### config.mk
export PLATFORM = sky130hd
export DESIGN_NAME = wb_slave_decode
export DESIGN_NICKNAME = d
export VERILOG_FILES = /design/src/rtl/wb_decode_pkg.sv /design/src/rtl/wb_timeout.sv /design/src/rtl/wb_slave_decode.sv
export SDC_FILE = /design/constraint.sdc
export NUM_CORES = 1
export LEC_CHECK = 0
export ABC_CLOCK_PERIOD_IN_PS = 3500
export BUFFER_PORTS_ARGS = -buffer_cell sky130_fd_sc_hd__buf_2
export CAP_MARGIN = 20
export CORE_ASPECT_RATIO = 1.25
export CORE_MARGIN = 1
export CORE_UTILIZATION = 38
export DETAILED_ROUTE_END_ITERATION = 8
export PLACE_DENSITY = 0.73
export SETUP_SLACK_MARGIN = 0.3
export SLEW_MARGIN = 10
export SYNTH_ARGS = -nofsm -noshare
export SYNTH_HDL_FRONTEND = slang
export SYNTH_HIERARCHICAL = 1
export SYNTH_SLANG_ARGS = --single-unit
### constraint.sdc
create_clock -name clk -period 3.5 [get_ports clk]
set_clock_uncertainty 0.05 [all_clocks]
set_input_delay 0.7 -clock clk [delete_from_list [all_inputs] [get_ports clk]]
set_output_delay 0.7 -clock clk [all_outputs]
set_load 0.05 [all_outputs]
### src/rtl/wb_decode_pkg.sv
// Shared types for the Wishbone slave decoder: FSM states and the
// response code carried from ACTIVE/IDLE into the RESP cycle.
package wb_decode_pkg;

   typedef enum logic [1:0] {
      IDLE,
      ACTIVE,
      RESP
   } state_e;

   typedef enum logic [1:0] {
      NONE,
      ACK,
      ERR
   } resp_e;

endpackage

### src/rtl/wb_timeout.sv
// Slave response watchdog: counts enabled cycles after a clear and flags
// expiry when the count reaches TO-1, then holds there until cleared.
module wb_timeout
   import wb_decode_pkg::*;
#(
   parameter int TO = 255
) (
   input  logic clk,
   input  logic rst,
   input  logic i_clr,
   input  logic i_en,
   output logic o_expired
);

   localparam int CW = $clog2(TO);
   localparam logic [CW-1:0] LAST = CW'(TO - 1);

   logic [CW-1:0] r_cnt;

   always_ff @(posedge clk or posedge rst) begin
      if (rst) begin
         r_cnt <= '0;
      end else if (i_clr) begin
         r_cnt <= '0;
      end else if (i_en && !o_expired) begin
         r_cnt <= r_cnt + 1'b1;
      end
   end

   assign o_expired = (r_cnt == LAST);

endmodule

### src/rtl/wb_slave_decode.sv
// Single-master Wishbone address decoder: registers the request, strobes one
// slave by the upper address bits and returns a registered one-cycle ack/err.
module wb_slave_decode
   import wb_decode_pkg::*;
#(
   parameter int MSK = 24,
   parameter int NS  = 4,
   parameter int TO  = 255,
   parameter int AW  = 32,
   parameter int DW  = 32,
   parameter int SW  = DW >> 3
) (
   input  logic              clk,
   input  logic              rst,
   input  logic [AW-1:0]     i_wb_adr,
   input  logic [SW-1:0]     i_wb_sel,
   input  logic              i_wb_we,
   input  logic [DW-1:0]     i_wb_dat,
   output logic [DW-1:0]     o_wb_dat,
   input  logic              i_wb_cyc,
   input  logic              i_wb_stb,
   output logic              o_wb_ack,
   output logic              o_wb_err,
   output logic [AW-1:0]     o_s_adr,
   output logic [SW-1:0]     o_s_sel,
   output logic              o_s_we,
   output logic [DW-1:0]     o_s_dat,
   output logic [NS-1:0]     o_s_cyc,
   output logic [NS-1:0]     o_s_stb,
   input  logic [NS*DW-1:0]  i_s_dat,
   input  logic [NS-1:0]     i_s_ack,
   input  logic [NS-1:0]     i_s_err
);

   localparam int IW = (NS > 1) ? $clog2(NS) : 1;
   localparam int XW = AW - MSK;

   state_e         r_state;
   resp_e          r_code;
   logic [IW-1:0]  r_idx;
   logic [AW-1:0]  r_adr;
   logic [SW-1:0]  r_sel;
   logic           r_we;
   logic [DW-1:0]  r_wdat;
   logic [NS-1:0]  r_cyc;
   logic           r_ack;
   logic           r_err;
   logic [DW-1:0]  r_rdat;

   logic [XW-1:0]  w_idx_full;
   logic           w_mapped;
   logic [NS-1:0]  w_onehot;
   logic           w_accept;
   logic           w_s_ack;
   logic           w_s_err;
   logic [DW-1:0]  w_s_dat;
   logic           w_expired;

   assign w_idx_full = i_wb_adr[AW-1:MSK];
   assign w_mapped   = (32'(w_idx_full) < 32'(NS));

   always_comb begin
      w_onehot = '0;
      for (int k = 0; k < NS; k++) begin
         w_onehot[k] = (32'(w_idx_full) == k);
      end
   end

   // The response cycle itself blocks acceptance, so a master still holding
   // cyc/stb while it samples ack/err is not taken as a new request.
   assign w_accept = (r_state == IDLE) && i_wb_cyc && i_wb_stb && !r_ack && !r_err;

   assign w_s_ack = i_s_ack[r_idx];
   assign w_s_err = i_s_err[r_idx];
   assign w_s_dat = i_s_dat[r_idx*DW +: DW];

   wb_timeout #(.TO(TO)) u_timeout (
      .clk       (clk),
      .rst       (rst),
      .i_clr     (w_accept),
      .i_en      (r_state == ACTIVE),
      .o_expired (w_expired)
   );

   always_ff @(posedge clk or posedge rst) begin
      if (rst) begin
         r_state <= IDLE;
         r_code  <= NONE;
         r_idx   <= '0;
         r_adr   <= '0;
         r_sel   <= '0;
         r_we    <= 1'b0;
         r_wdat  <= '0;
         r_cyc   <= '0;
         r_ack   <= 1'b0;
         r_err   <= 1'b0;
         r_rdat  <= '0;
      end else begin
         r_ack <= 1'b0;
         r_err <= 1'b0;
         case (r_state)
            IDLE: begin
               if (w_accept) begin
                  r_adr  <= i_wb_adr;
                  r_sel  <= i_wb_sel;
                  r_we   <= i_wb_we;
                  r_wdat <= i_wb_dat;
                  if (w_mapped) begin
                     r_idx   <= IW'(w_idx_full);
                     r_cyc   <= w_onehot;
                     r_state <= ACTIVE;
                  end else begin
                     r_code  <= ERR;
                     r_state <= RESP;
                  end
               end
            end
            ACTIVE: begin
               if (!i_wb_cyc) begin
                  r_cyc   <= '0;
                  r_state <= IDLE;
               end else if (w_s_err) begin
                  r_cyc   <= '0;
                  r_code  <= ERR;
                  r_state <= RESP;
               end else if (w_s_ack) begin
                  r_rdat  <= w_s_dat;
                  r_cyc   <= '0;
                  r_code  <= ACK;
                  r_state <= RESP;
               end else if (w_expired) begin
                  r_cyc   <= '0;
                  r_code  <= ERR;
                  r_state <= RESP;
               end
            end
            RESP: begin
               r_ack   <= (r_code == ACK);
               r_err   <= (r_code == ERR);
               r_code  <= NONE;
               r_state <= IDLE;
            end
            default: begin
               r_cyc   <= '0;
               r_code  <= NONE;
               r_state <= IDLE;
            end
         endcase
      end
   end

   assign o_wb_dat = r_rdat;
   assign o_wb_ack = r_ack;
   assign o_wb_err = r_err;
   assign o_s_adr  = r_adr;
   assign o_s_sel  = r_sel;
   assign o_s_we   = r_we;
   assign o_s_dat  = r_wdat;
   assign o_s_cyc  = r_cyc;
   assign o_s_stb  = r_cyc;

endmodule

==> impl_summary.txt, run 1 <==
----------------------------------------------------
[Run status]
  Status ... complete, no violations

[Critical path]
  Crit Path Max Fanout ... 32
  Startpoint type of the worst setup path ... register
  Data required time of the critical path ... approximately 3.7 ns
  Arrival time worst endpoint ... approximately 2.6 ns
  Worst Path Class, Setup ... register to register
  Worst setup startpoint ... r_state[0]
  Worst setup EP type ... register
  Reg-to-Reg Start ... r_state[0]

[Final layout]
  Antenna diodes ... 0
  Most frequent cells in the layout ... buf_2 (319), nand2_1 (211), dfrtp_1 (120)
  Area growth from synthesis to layout ... 40.08%
  Net count, final ... 1036
  Share of final-layout standard cells stronger than drive strength 1 ... 0.5263
  Finished Cell Area ... 0.008195 mm^2
  Most common library cell in the layout ignoring fill and taps ... buf_2

[Global routing]
  Global routing met1 resource utilization ... 0.2352
  Global-route wire length before repair ... 25450 um
  Gr ovfl total ... 0
  Met2 Usage GRT ... 0.3684
  Global-route usage over all layers ... 0.2098
  Number of antenna violations at the first check in global routing ... 0
  Number of global-route vias before repair ... 5001
  Met3 GRT Util ... 0.06019
  Maximum number of pins on one net before global-route repair ... 72
  Busiest layer in global routing ... met2

[Die]
  Vertical die dimension ... 140.7 um
  I/O pin count ... 320
  Die Wd ... 113.0 um
  Floorplan row count ... 50
  Full die area ... 0.01590 mm^2
  Standard cell core area ... 0.01501 mm^2
  Initial cell density of the core ... 0.3897

[Clocking]
  Clock Tree Buf Depth ... 2
  Setup bufs post-CTS ... 0
  Clock network latency to the later pin of the worst-skew pair ... 0.41 ns
  Number of buffers added to fix hold violations after cts ... 0
  CTS H-tree lvls ... 4
  TritonCTS clock tree ... built
  Clock sinks ... 121
  Number of CTS-inserted buffers ... 17
  Root buf cell ... clkbuf_16
  Post-CTS sizing ... 0
  Worst-path clk slew ... around 0.06 ns

[Timing]
  Highest achievable clock rate ... 427.4 MHz
  Fin worst setup slack ... 1.160 ns
  Final Slew Violations ... 0
  Time the worst path needs with I/O delays and setup ... 2.340 ns
  Setup-failing EPs final ... 0
  TNS Setup ... 0 ns
  RSZ-0062 raised after global routing ... no
  Final Hold Vio Count ... 0
  Worst-margin pin slew ... around 0.73 ns
  Max-Slew Margin vs Limit ... 0.5144
  Fraction of the cycle the final worst path needs ... 0.6685

[Drt]
  DRC violation total after the first TritonRoute iteration ... 204
  Total wire length ... 16060 um
  Router iterations before antenna repair ... 4
  # DRC ... 0
  Routed vias/inst ... roughly 4.9
  Via Count ... a little under 5000
  Post-route ant nets ... 0
  Final routed wire length divided by cell count ... roughly 16 um

[Hold path]
  Hold Crit Class ... input port to asynchronous set/reset pin

[Flow run]
  Count of max-cap constraint violations ... 0

[Yosys]
  Top cells by area, synth ... dfrtp_1 (52%), nand2_1 (14%), mux4_2 (13%), mux2_4 (7.7%), buf_12 (1.0%)
  Synthesized flop and latch total ... 121
  Yosys warning total ... 6
  Synthesized Nets ... 723
  Register area share after synthesis ... 0.5175
  Gate count after technology mapping ... 512
  Cell area after synthesis ... 0.005851 mm^2
  Area share of the leading cell type in the synthesized netlist ... 0.5175
  Synth cell types ... 42
  Mean instance size in the synthesized netlist ... between 10 and 15 um^2
  Yosys top cell by area ... dfrtp_1

[Placement]
  Buffers on Ports ... 319
  DP Wirelength ... about 12000 um
  Gp weighted congestion ... 0.8186
  Worst slack, placed ... ~1.0 ns
  Post-Place Cell Area ... ~0.0076 mm^2

[Pwr]
  Pwr/cell area ... 585.5 mW/mm^2
  Highest ir drop seen on vdd ... 0.2750 mV
  Pleak ... roughly 4.5 nW

----------------------------------------------------
## critical path: stages (launching register included)
cell	delay, ns
dfrtp_1	0.50
nor2b_1	0.53
nand2_1	0.34
nor2_8	0.17
buf_12	0.25
mux2_2	0.36
## kinds of logic (layout without fill, tap and decap cells)
| kind of cell | after synthesis | after routing | synth area share |
|---|---|---|---|
| mux | 69 | 69 | 0.2175 |
| compound gates | 24 | 24 | 0.03657 |
| flops | 121 | 121 | 0.5175 |
| buf+inv | 43 | 369 | 0.04277 |
| fa+ha+maj | 2 | 2 | 0.004276 |
| simple gates | 253 | 253 | 0.1814 |
## synthesized netlist by cell type
library cell    n
nand2_1       212
dfrtp_1       121
mux4_2         34
mux2_4         30
clkbuf_1       13
buf_2          11
inv_1           8
nor3_1          8
a21oi_1         5
buf_4           5
mux2_2          5
a32o_1          4
nand2b_1        4
nand3_1         4
nor2_1          4
nor4_1          4
or2_2           4
and3_1          3
buf_12          3
a211oi_1        2
a311oi_1        2
a41oi_1         2
and4_1          2
ha_1            2
nor4b_1         2
o21ai_0         2
a211oi_2        1
a21boi_1        1
a21boi_2        1
a221oi_1        1
a311o_1         1
and2_1          1
and4bb_1        1
buf_1           1
buf_6           1
inv_2           1
nor2_8          1
nor2b_1         1
nor3_2          1
o221a_1         1
o32ai_4         1
or2_0           1
## path summary, 6_finish.rpt
kind	to	slack, ns	cells after the start
hold / removal	u_timeout/r_cnt[4]	0.22	2
min in group clk	o_s_dat[31]	0.42	2
max in group asynchronous	o_s_adr[22]	2.34	3
setup reg to reg	o_wb_dat[31]	1.16	5
hold reg to reg	o_s_dat[31]	0.42	2
setup / recovery	o_wb_dat[31]	1.16	5
## layout make-up
class / instances / area [um^2]
Tap cell: 182 / 227.7
Sequential cell: 121 / 3029
Clock inverter: 13 / 193.9
Inverter: 9 / 37.54
Multi-Input combinational cell: 348 / 2575
Timing Repair Buffer: 328 / 1689
Clock buffer: 19 / 442.9
Fill cell: 1348 / 6819
## metrics by stage
step / hold WS (ns) / total power, W / std cells / util
finish: 0.2168 / 0.004799 / 1020 / 0.5458
global route: 0.2375 / 0.005009 / 1020 / 0.5458
CTS: 0.2169 / 0.004851 / 1020 / 0.5458
detailed placement: 0.4066 / 0.002960 / 988 / 0.5034
global placement: 0.4027 / 0.002936 / 988 / 0.5034
floorplan: 0.3991 / 0.002581 / 512 / -
## report_power, final
group	total [W]	internal (W)	switching (W)
logic	0.00127	0.000357	0.000910
registers	0.00166	0.00157	0.0000896
clock network	0.00187	0.00122	0.000655
total	0.00480	0.00314	0.00165
## sequential cells by signal, indices dropped and copies added, names as in the netlist
name and count:
o_wb_dat 32, o_wb_ack 1, r_state 2, o_s_adr 32, r_code 2, o_s_we 1, o_s_cyc 4, u_timeout/r_cnt 8
r_idx 2, o_s_dat 32, o_wb_err 1, o_s_sel 4
## routing by layer
layer  wire, um  vias up
li1           -     2379
met4        522        0
met3       1125       30
met2       8298      232
met1       6113     2328
met5          0        -
No activity file was read; power rests on OpenSTA's default activity.
==> inputs of run 2 (changes only) <==
Settings changed: ABC_CLOCK_PERIOD_IN_PS 3500 to 2350, PLACE_DENSITY 0.73 to 0.7.
Clock period 3.5 ns to 2.35 ns, I/O delays scaled along.
==> impl_summary.txt, run 2 (same netlist as run 1, synthesis figures left out) <==
----------------------------------------------------
[Timing]
  Max-Slew Margin vs Limit ... 0.7059
  TNS Setup ... 0 ns
  Final Hold Vio Count ... 0
  Final Slew Violations ... 0
  Hold slack final ... 0.2039 ns
  Worst-margin pin slew ... 0.4387 ns
  Highest achievable clock rate ... 520.8 MHz
  Setup-failing EPs final ... 0
  Fraction of the cycle the final worst path needs ... 0.8171
  Time the worst path needs with I/O delays and setup ... 1.920 ns
  RSZ-0062 raised after global routing ... no

[Flow run]
  Count of max-cap constraint violations ... 0

[Run status]
  Status ... complete, no violations

[Critical path]
  Crit-path max cell delay ... roughly 0.63 ns
  List of cells traversed by the critical path ... buf_6 -> mux4_2 -> o32ai_4 -> a32o_1
  Crit Path Max Fanout ... 34
  Flop-to-flop setup slack ... about 0.43 ns
  End of the critical path ... o_s_cyc[0]
  Arrival time worst endpoint ... 2.21 ns
  Logic depth of the worst path, buffers included ... 4
  Combined buffer and inverter count along the critical path ... 1
  Worst setup EP type ... register
  Top delay family on crit path ... multiplexers
  Worst setup startpoint ... r_idx[1]
  Worst reg2reg endpoint ... o_s_cyc[0]
  Depth of the worst register-to-register path ... 4
  Slowest cell on the critical path ... mux4_2
  Data required time of the critical path ... between 2 and 3 ns
  Worst Path Class, Setup ... register to register
  Reg-to-Reg Start ... r_idx[1]
  Startpoint type of the worst setup path ... register

[Global routing]
  Global-route wire length before repair ... 25220 um
  Global-route usage over all layers ... 0.2098
  Maximum number of pins on one net before global-route repair ... 72
  Gr ovfl total ... 0
  Number of global-route vias before repair ... 5030
  Number of antenna violations at the first check in global routing ... 0

[Final layout]
  Final Non-Filler Cells ... between 1000 and 1500
  Most common library cell in the layout ignoring fill and taps ... buf_2
  Filler cells ... 1375
  Most frequent cells in the layout ... buf_2 (319), nand2_1 (211), dfrtp_1 (120)
  Area growth from synthesis to layout ... 40.80%
  Utilization after layout ... 0.5487
  Total area of multi-input combinational cells ... 0.002575 mm^2
  Share of final-layout standard cells stronger than drive strength 1 ... 0.5285
  Storage element area ... slightly above 0.003 mm^2
  Net count, final ... 1041
  Antenna diodes ... 0

[Clocking]
  Number of CTS-inserted buffers ... 17
  TritonCTS clock tree ... built
  Root buf cell ... clkbuf_16
  Setup bufs post-CTS ... 0
  Clock network latency to the later pin of the worst-skew pair ... 0.41 ns
  CTS H-tree lvls ... 4
  Clock Tree Buf Depth ... 2
  Clock sinks ... between 100 and 150
  Worst-path clk slew ... 0.06 ns

[Pwr]
  Final Total Pwr ... 0.006908 W
  Pleak ... 4.468 nW
  Pwr/cell area ... approximately 840 mW/mm^2
  Highest ir drop seen on vdd ... ~0.36 mV

[Die]
  I/O pin count ... 320
  Full die area ... about 0.016 mm^2
  Floorplan row count ... 50
  Die Wd ... 113.0 um
  Standard cell core area ... approximately 0.015 mm^2
  Vertical die dimension ... between 100 and 150 um
  Initial cell density of the core ... 0.3897

[Placement]
  Buffers on Ports ... between 300 and 400
  DP Wirelength ... about 13000 um
  Number of cells after detailed placement ... 992
  Gp weighted congestion ... approximately 0.8

[Drt]
  # DRC ... 0
  Post-route ant nets ... 0
  Router iterations before antenna repair ... 4
  Via Count ... about 5000
  Routed vias/inst ... 4.844
  Final routed wire length divided by cell count ... about 16 um
  Total wire length ... 16100 um
  DRC violation total after the first TritonRoute iteration ... 264

[Hold path]
  Hold Crit Class ... input port to register

----------------------------------------------------
## run 2: cell count changes in the layout (fill, tap and decap cells not counted), sizes merged
cell / previous run / this run
clkbuf: 19 / 18
bufinv: 4 / 2
clkinvlp: 2 / 3
dlygate4sd3: 0 / 1
clkinv: 6 / 7
buf: 328 / 332
## run 2: power breakdown
| part | total [W] | leakage [nW] | switching [W] | internal, W |
|---|---|---|---|---|
| clock network | 0.00254 | 0.283 | 0.000949 | 0.00159 |
| logic | 0.00191 | 2.61 | 0.00136 | 0.000544 |
| registers | 0.00246 | 1.58 | 0.000126 | 0.00234 |
## run 2: area by class of cell
class                   count  share of cell area
flip-flops and latches    121              0.3677
multi-input cells         348              0.3126
repair buffers            333              0.2164
clock buffers              18             0.05331
well taps                 182             0.02764
clock inverters            13             0.01777
inverters                   9            0.004557
## run 2: worst register-to-register path, delay by kind of cell (launching register included)
| kind | cells | cell delay [ns] |
|---|---|---|
| compound gates | 2 | 0.48 |
| buf+inv | 1 | 0.31 |
| flops | 1 | 0.38 |
| mux | 1 | 0.63 |
## run 2: worst min-delay path by stage
stage                 start                 end  slack (ns)  cells after the start
6_report       i_wb_adr[15]         o_s_adr[15]        0.20                      3
5_1_grt        i_wb_adr[15]         o_s_adr[15]        0.18                      3
4_1_cts        i_wb_adr[15]         o_s_adr[15]        0.18                      3
3_5_place_dp     o_s_adr[1]          o_s_adr[1]        0.41                      2
3_3_place_gp    o_s_adr[13]         o_s_adr[13]        0.40                      2
2_1_floorplan           rst  u_timeout/r_cnt[0]        0.24                      1
## run 2: stage by stage
step	cell area, um^2	setup WS (ns)
CTS	8234	0.3212
global route	8238	0.3136
detailed placement	7639	0.2141
floorplan	5854	0.3748
finish	8238	0.4298
global placement	7639	0.2416
## run 2: per-layer routing
layer,track usage,vias up,part of all wire
li1,-,2375,-
met1,0.2404,2324,0.39
met2,0.3739,234,0.52
met3,0.05030,27,0.065
met4,0.08795,0,0.029
met5,0,-,0
## run 2: repair_timing
action                     4_1_cts  5_1_grt
gates resized for setup          0        1
setup endpoints to repair        0        4
hold buffers                     1        0
hold endpoints to repair         8        0
==> inputs of run 3 (changes only) <==
Settings changed: ABC_CLOCK_PERIOD_IN_PS 2350 to 1600, PLACE_DENSITY 0.7 to 0.73.
Clock period 2.35 ns to 1.6 ns, I/O delays scaled along.
==> impl_summary.txt, run 3 (same netlist as run 1, synthesis figures left out) <==
----------------------------------------------------
[Run status]
  Status ... complete, but fails checks
  Failing checks ... setup timing

[Clocking]
  Clock Tree Buf Depth ... 2
  CTS H-tree lvls ... 4
  Number of CTS-inserted buffers ... 17
  Root buf cell ... clkbuf_16
  TritonCTS clock tree ... built
  Clock network latency to the later pin of the worst-skew pair ... 0.41 ns
  Worst-path clk slew ... 0.06 ns
  Clock sinks ... 121

[Critical path]
  Reg-to-Reg Start ... r_idx[1]
  Worst reg2reg endpoint ... o_wb_dat[30]
  Worst setup startpoint ... r_idx[1]
  Startpoint type of the worst setup path ... register
  Worst setup EP type ... register
  Worst Path Class, Setup ... register to register
  Depth of the worst register-to-register path ... 4
  Data required time of the critical path ... 1.84 ns
  Arrival time worst endpoint ... just over 2 ns
  Flop-to-flop setup slack ... -0.22 ns
  End of the critical path ... o_wb_dat[30]
  Crit Path Max Fanout ... 17

[Timing]
  Time the worst path needs with I/O delays and setup ... 1.819 ns
  RSZ-0062 raised after global routing ... yes
  Setup-failing EPs final ... 107
  Fin worst setup slack ... -0.2192 ns
  Worst-margin pin slew ... 0.3732 ns
  Max-Slew Margin vs Limit ... 0.7510
  Final Hold Vio Count ... 0
  Fraction of the cycle the final worst path needs ... 1.137
  Final Slew Violations ... 0
  Highest achievable clock rate ... about 550 MHz

[Drt]
  Routed vias/inst ... 5.613
  Final routed wire length divided by cell count ... approximately 24 um
  Post-route ant nets ... 0
  # DRC ... 0
  Via Count ... 6679
  Total wire length ... 29090 um
  Router iterations before antenna repair ... 5
  DRC violation total after the first TritonRoute iteration ... approximately 500

[Pwr]
  Pleak ... ~6.0 nW
  Highest ir drop seen on vdd ... 0.8463 mV
  Pwr/cell area ... 1062 mW/mm^2

[Final layout]
  Most common library cell in the layout ignoring fill and taps ... buf_2
  Utilization after layout ... 0.7739
  Most frequent cells in the layout ... buf_2 (208), buf_6 (123), buf_4 (121)
  Area growth from synthesis to layout ... 98.61%
  Net count, final ... 1205
  Share of final-layout standard cells stronger than drive strength 1 ... 0.7614
  Finished Cell Area ... 0.01162 mm^2

[Die]
  Initial cell density of the core ... 0.3897
  Die Wd ... 113.0 um
  Standard cell core area ... 0.01501 mm^2
  I/O pin count ... 320
  Floorplan row count ... 50
  Vertical die dimension ... approximately 140 um
  Full die area ... 0.01590 mm^2

[Global routing]
  Gr ovfl total ... 0
  Global-route usage over all layers ... 0.2927
  Global-route wire length before repair ... 34450 um
  Number of antenna violations at the first check in global routing ... 2
  Maximum number of pins on one net before global-route repair ... 60
  Number of global-route vias before repair ... 6613

[Placement]
  Post-Place Cell Area ... 0.007848 mm^2
  Gp weighted congestion ... 0.7686
  Buffers on Ports ... 319
  DP Wirelength ... 12540 um

[Flow run]
  Count of max-cap constraint violations ... 0

[Hold path]
  Hold Crit Class ... input port to register

----------------------------------------------------
[run 3: changes by cell type in the layout (fill, tap and decap cells not counted), moves of 4 or more]
| cell | before | now |
|---|---|---|
| buf_12 | 6 | 16 |
| buf_16 | 0 | 24 |
| buf_2 | 319 | 208 |
| buf_4 | 6 | 121 |
| buf_6 | 1 | 123 |
| buf_8 | 0 | 4 |
| clkinvlp_4 | 3 | 7 |
| nand2_1 | 211 | 79 |
| nand2_2 | 1 | 77 |
| nand2_4 | 0 | 54 |
| nor3_1 | 8 | 3 |
| nor3_4 | 0 | 4 |
[run 3: metal layers]
layer / share of wire / routed length [um] / GRT usage
met1: 0.32 / 9270 / 0.2786
met3: 0.089 / 2579 / 0.07524
met2: 0.51 / 14940 / 0.5543
met4: 0.079 / 2298 / 0.1835
met5: 0 / 0 / 0
[run 3: layout make-up]
| class | instances | area (um^2) |
|---|---|---|
| timing repair buffer | 497 | 4385 |
| antenna | 2 | 5.005 |
| tap | 182 | 227.7 |
| inverter | 9 | 55.05 |
| clock buffer | 17 | 425.4 |
| clock inverter | 14 | 103.9 |
| multi-input combinational | 348 | 3388 |
| sequential | 121 | 3029 |
| fill | 826 | 3395 |
[run 3: how the worst min path moves through the flow]
| stage | start | to | slack (ns) | depth (start not counted) |
|---|---|---|---|---|
| finish | i_wb_adr[22] | o_s_adr[22] | 0.06 | 3 |
| global route | i_wb_adr[22] | o_s_adr[22] | 0.06 | 3 |
| CTS | i_wb_adr[0] | o_s_adr[0] | 0.04 | 3 |
| detailed placement | rst | u_timeout/r_cnt[6] | 0.27 | 2 |
| global placement | rst | u_timeout/r_cnt[5] | 0.28 | 2 |
| floorplan | rst | u_timeout/r_cnt[0] | 0.09 | 1 |
[run 3: what timing repair did]
| item | in CTS | in global routing |
|---|---|---|
| hold buffers | 1 | 0 |
| pin swaps | 87 | 52 |
| hold endpoints to repair | 51 | 0 |
| buffers inserted | 74 | 48 |
| gates cloned | 22 | 0 |
| setup endpoints to repair | 230 | 231 |
| gates resized for setup | 359 | 141 |
[run 3: report_power, final]
| group | internal (W) | total, W | leakage (nW) | switching [W] |
|---|---|---|---|---|
| logic | 0.00215 | 0.00497 | 4.16 | 0.00282 |
| clock network | 0.00198 | 0.00356 | 0.244 | 0.00158 |
| registers | 0.00343 | 0.00382 | 1.58 | 0.000384 |
[run 3: stage by stage]
step                      hold slack (ns)  std cells  setup TNS (ns)  setup slack (ns)  total power, W
after global placement             0.2771       1012          -11.52           -0.3328        0.006475
after floorplan                   0.08566        512          -22.54           -0.2130        0.005659
after global routing              0.05843       1189          -15.58           -0.2754         0.01264
after CTS                         0.04041       1140          -8.012           -0.2357         0.01126
final                             0.05868       1190          -12.08           -0.2192         0.01235
after detailed placement           0.2743       1012          -12.35           -0.3542        0.006531
[run 3: worst max-delay path: stages (launching register included)]
cell	delay [ns]
dfrtp_1	0.38
mux4_2	0.59
nor2_8	0.15
buf_12	0.18
mux2_2	0.34
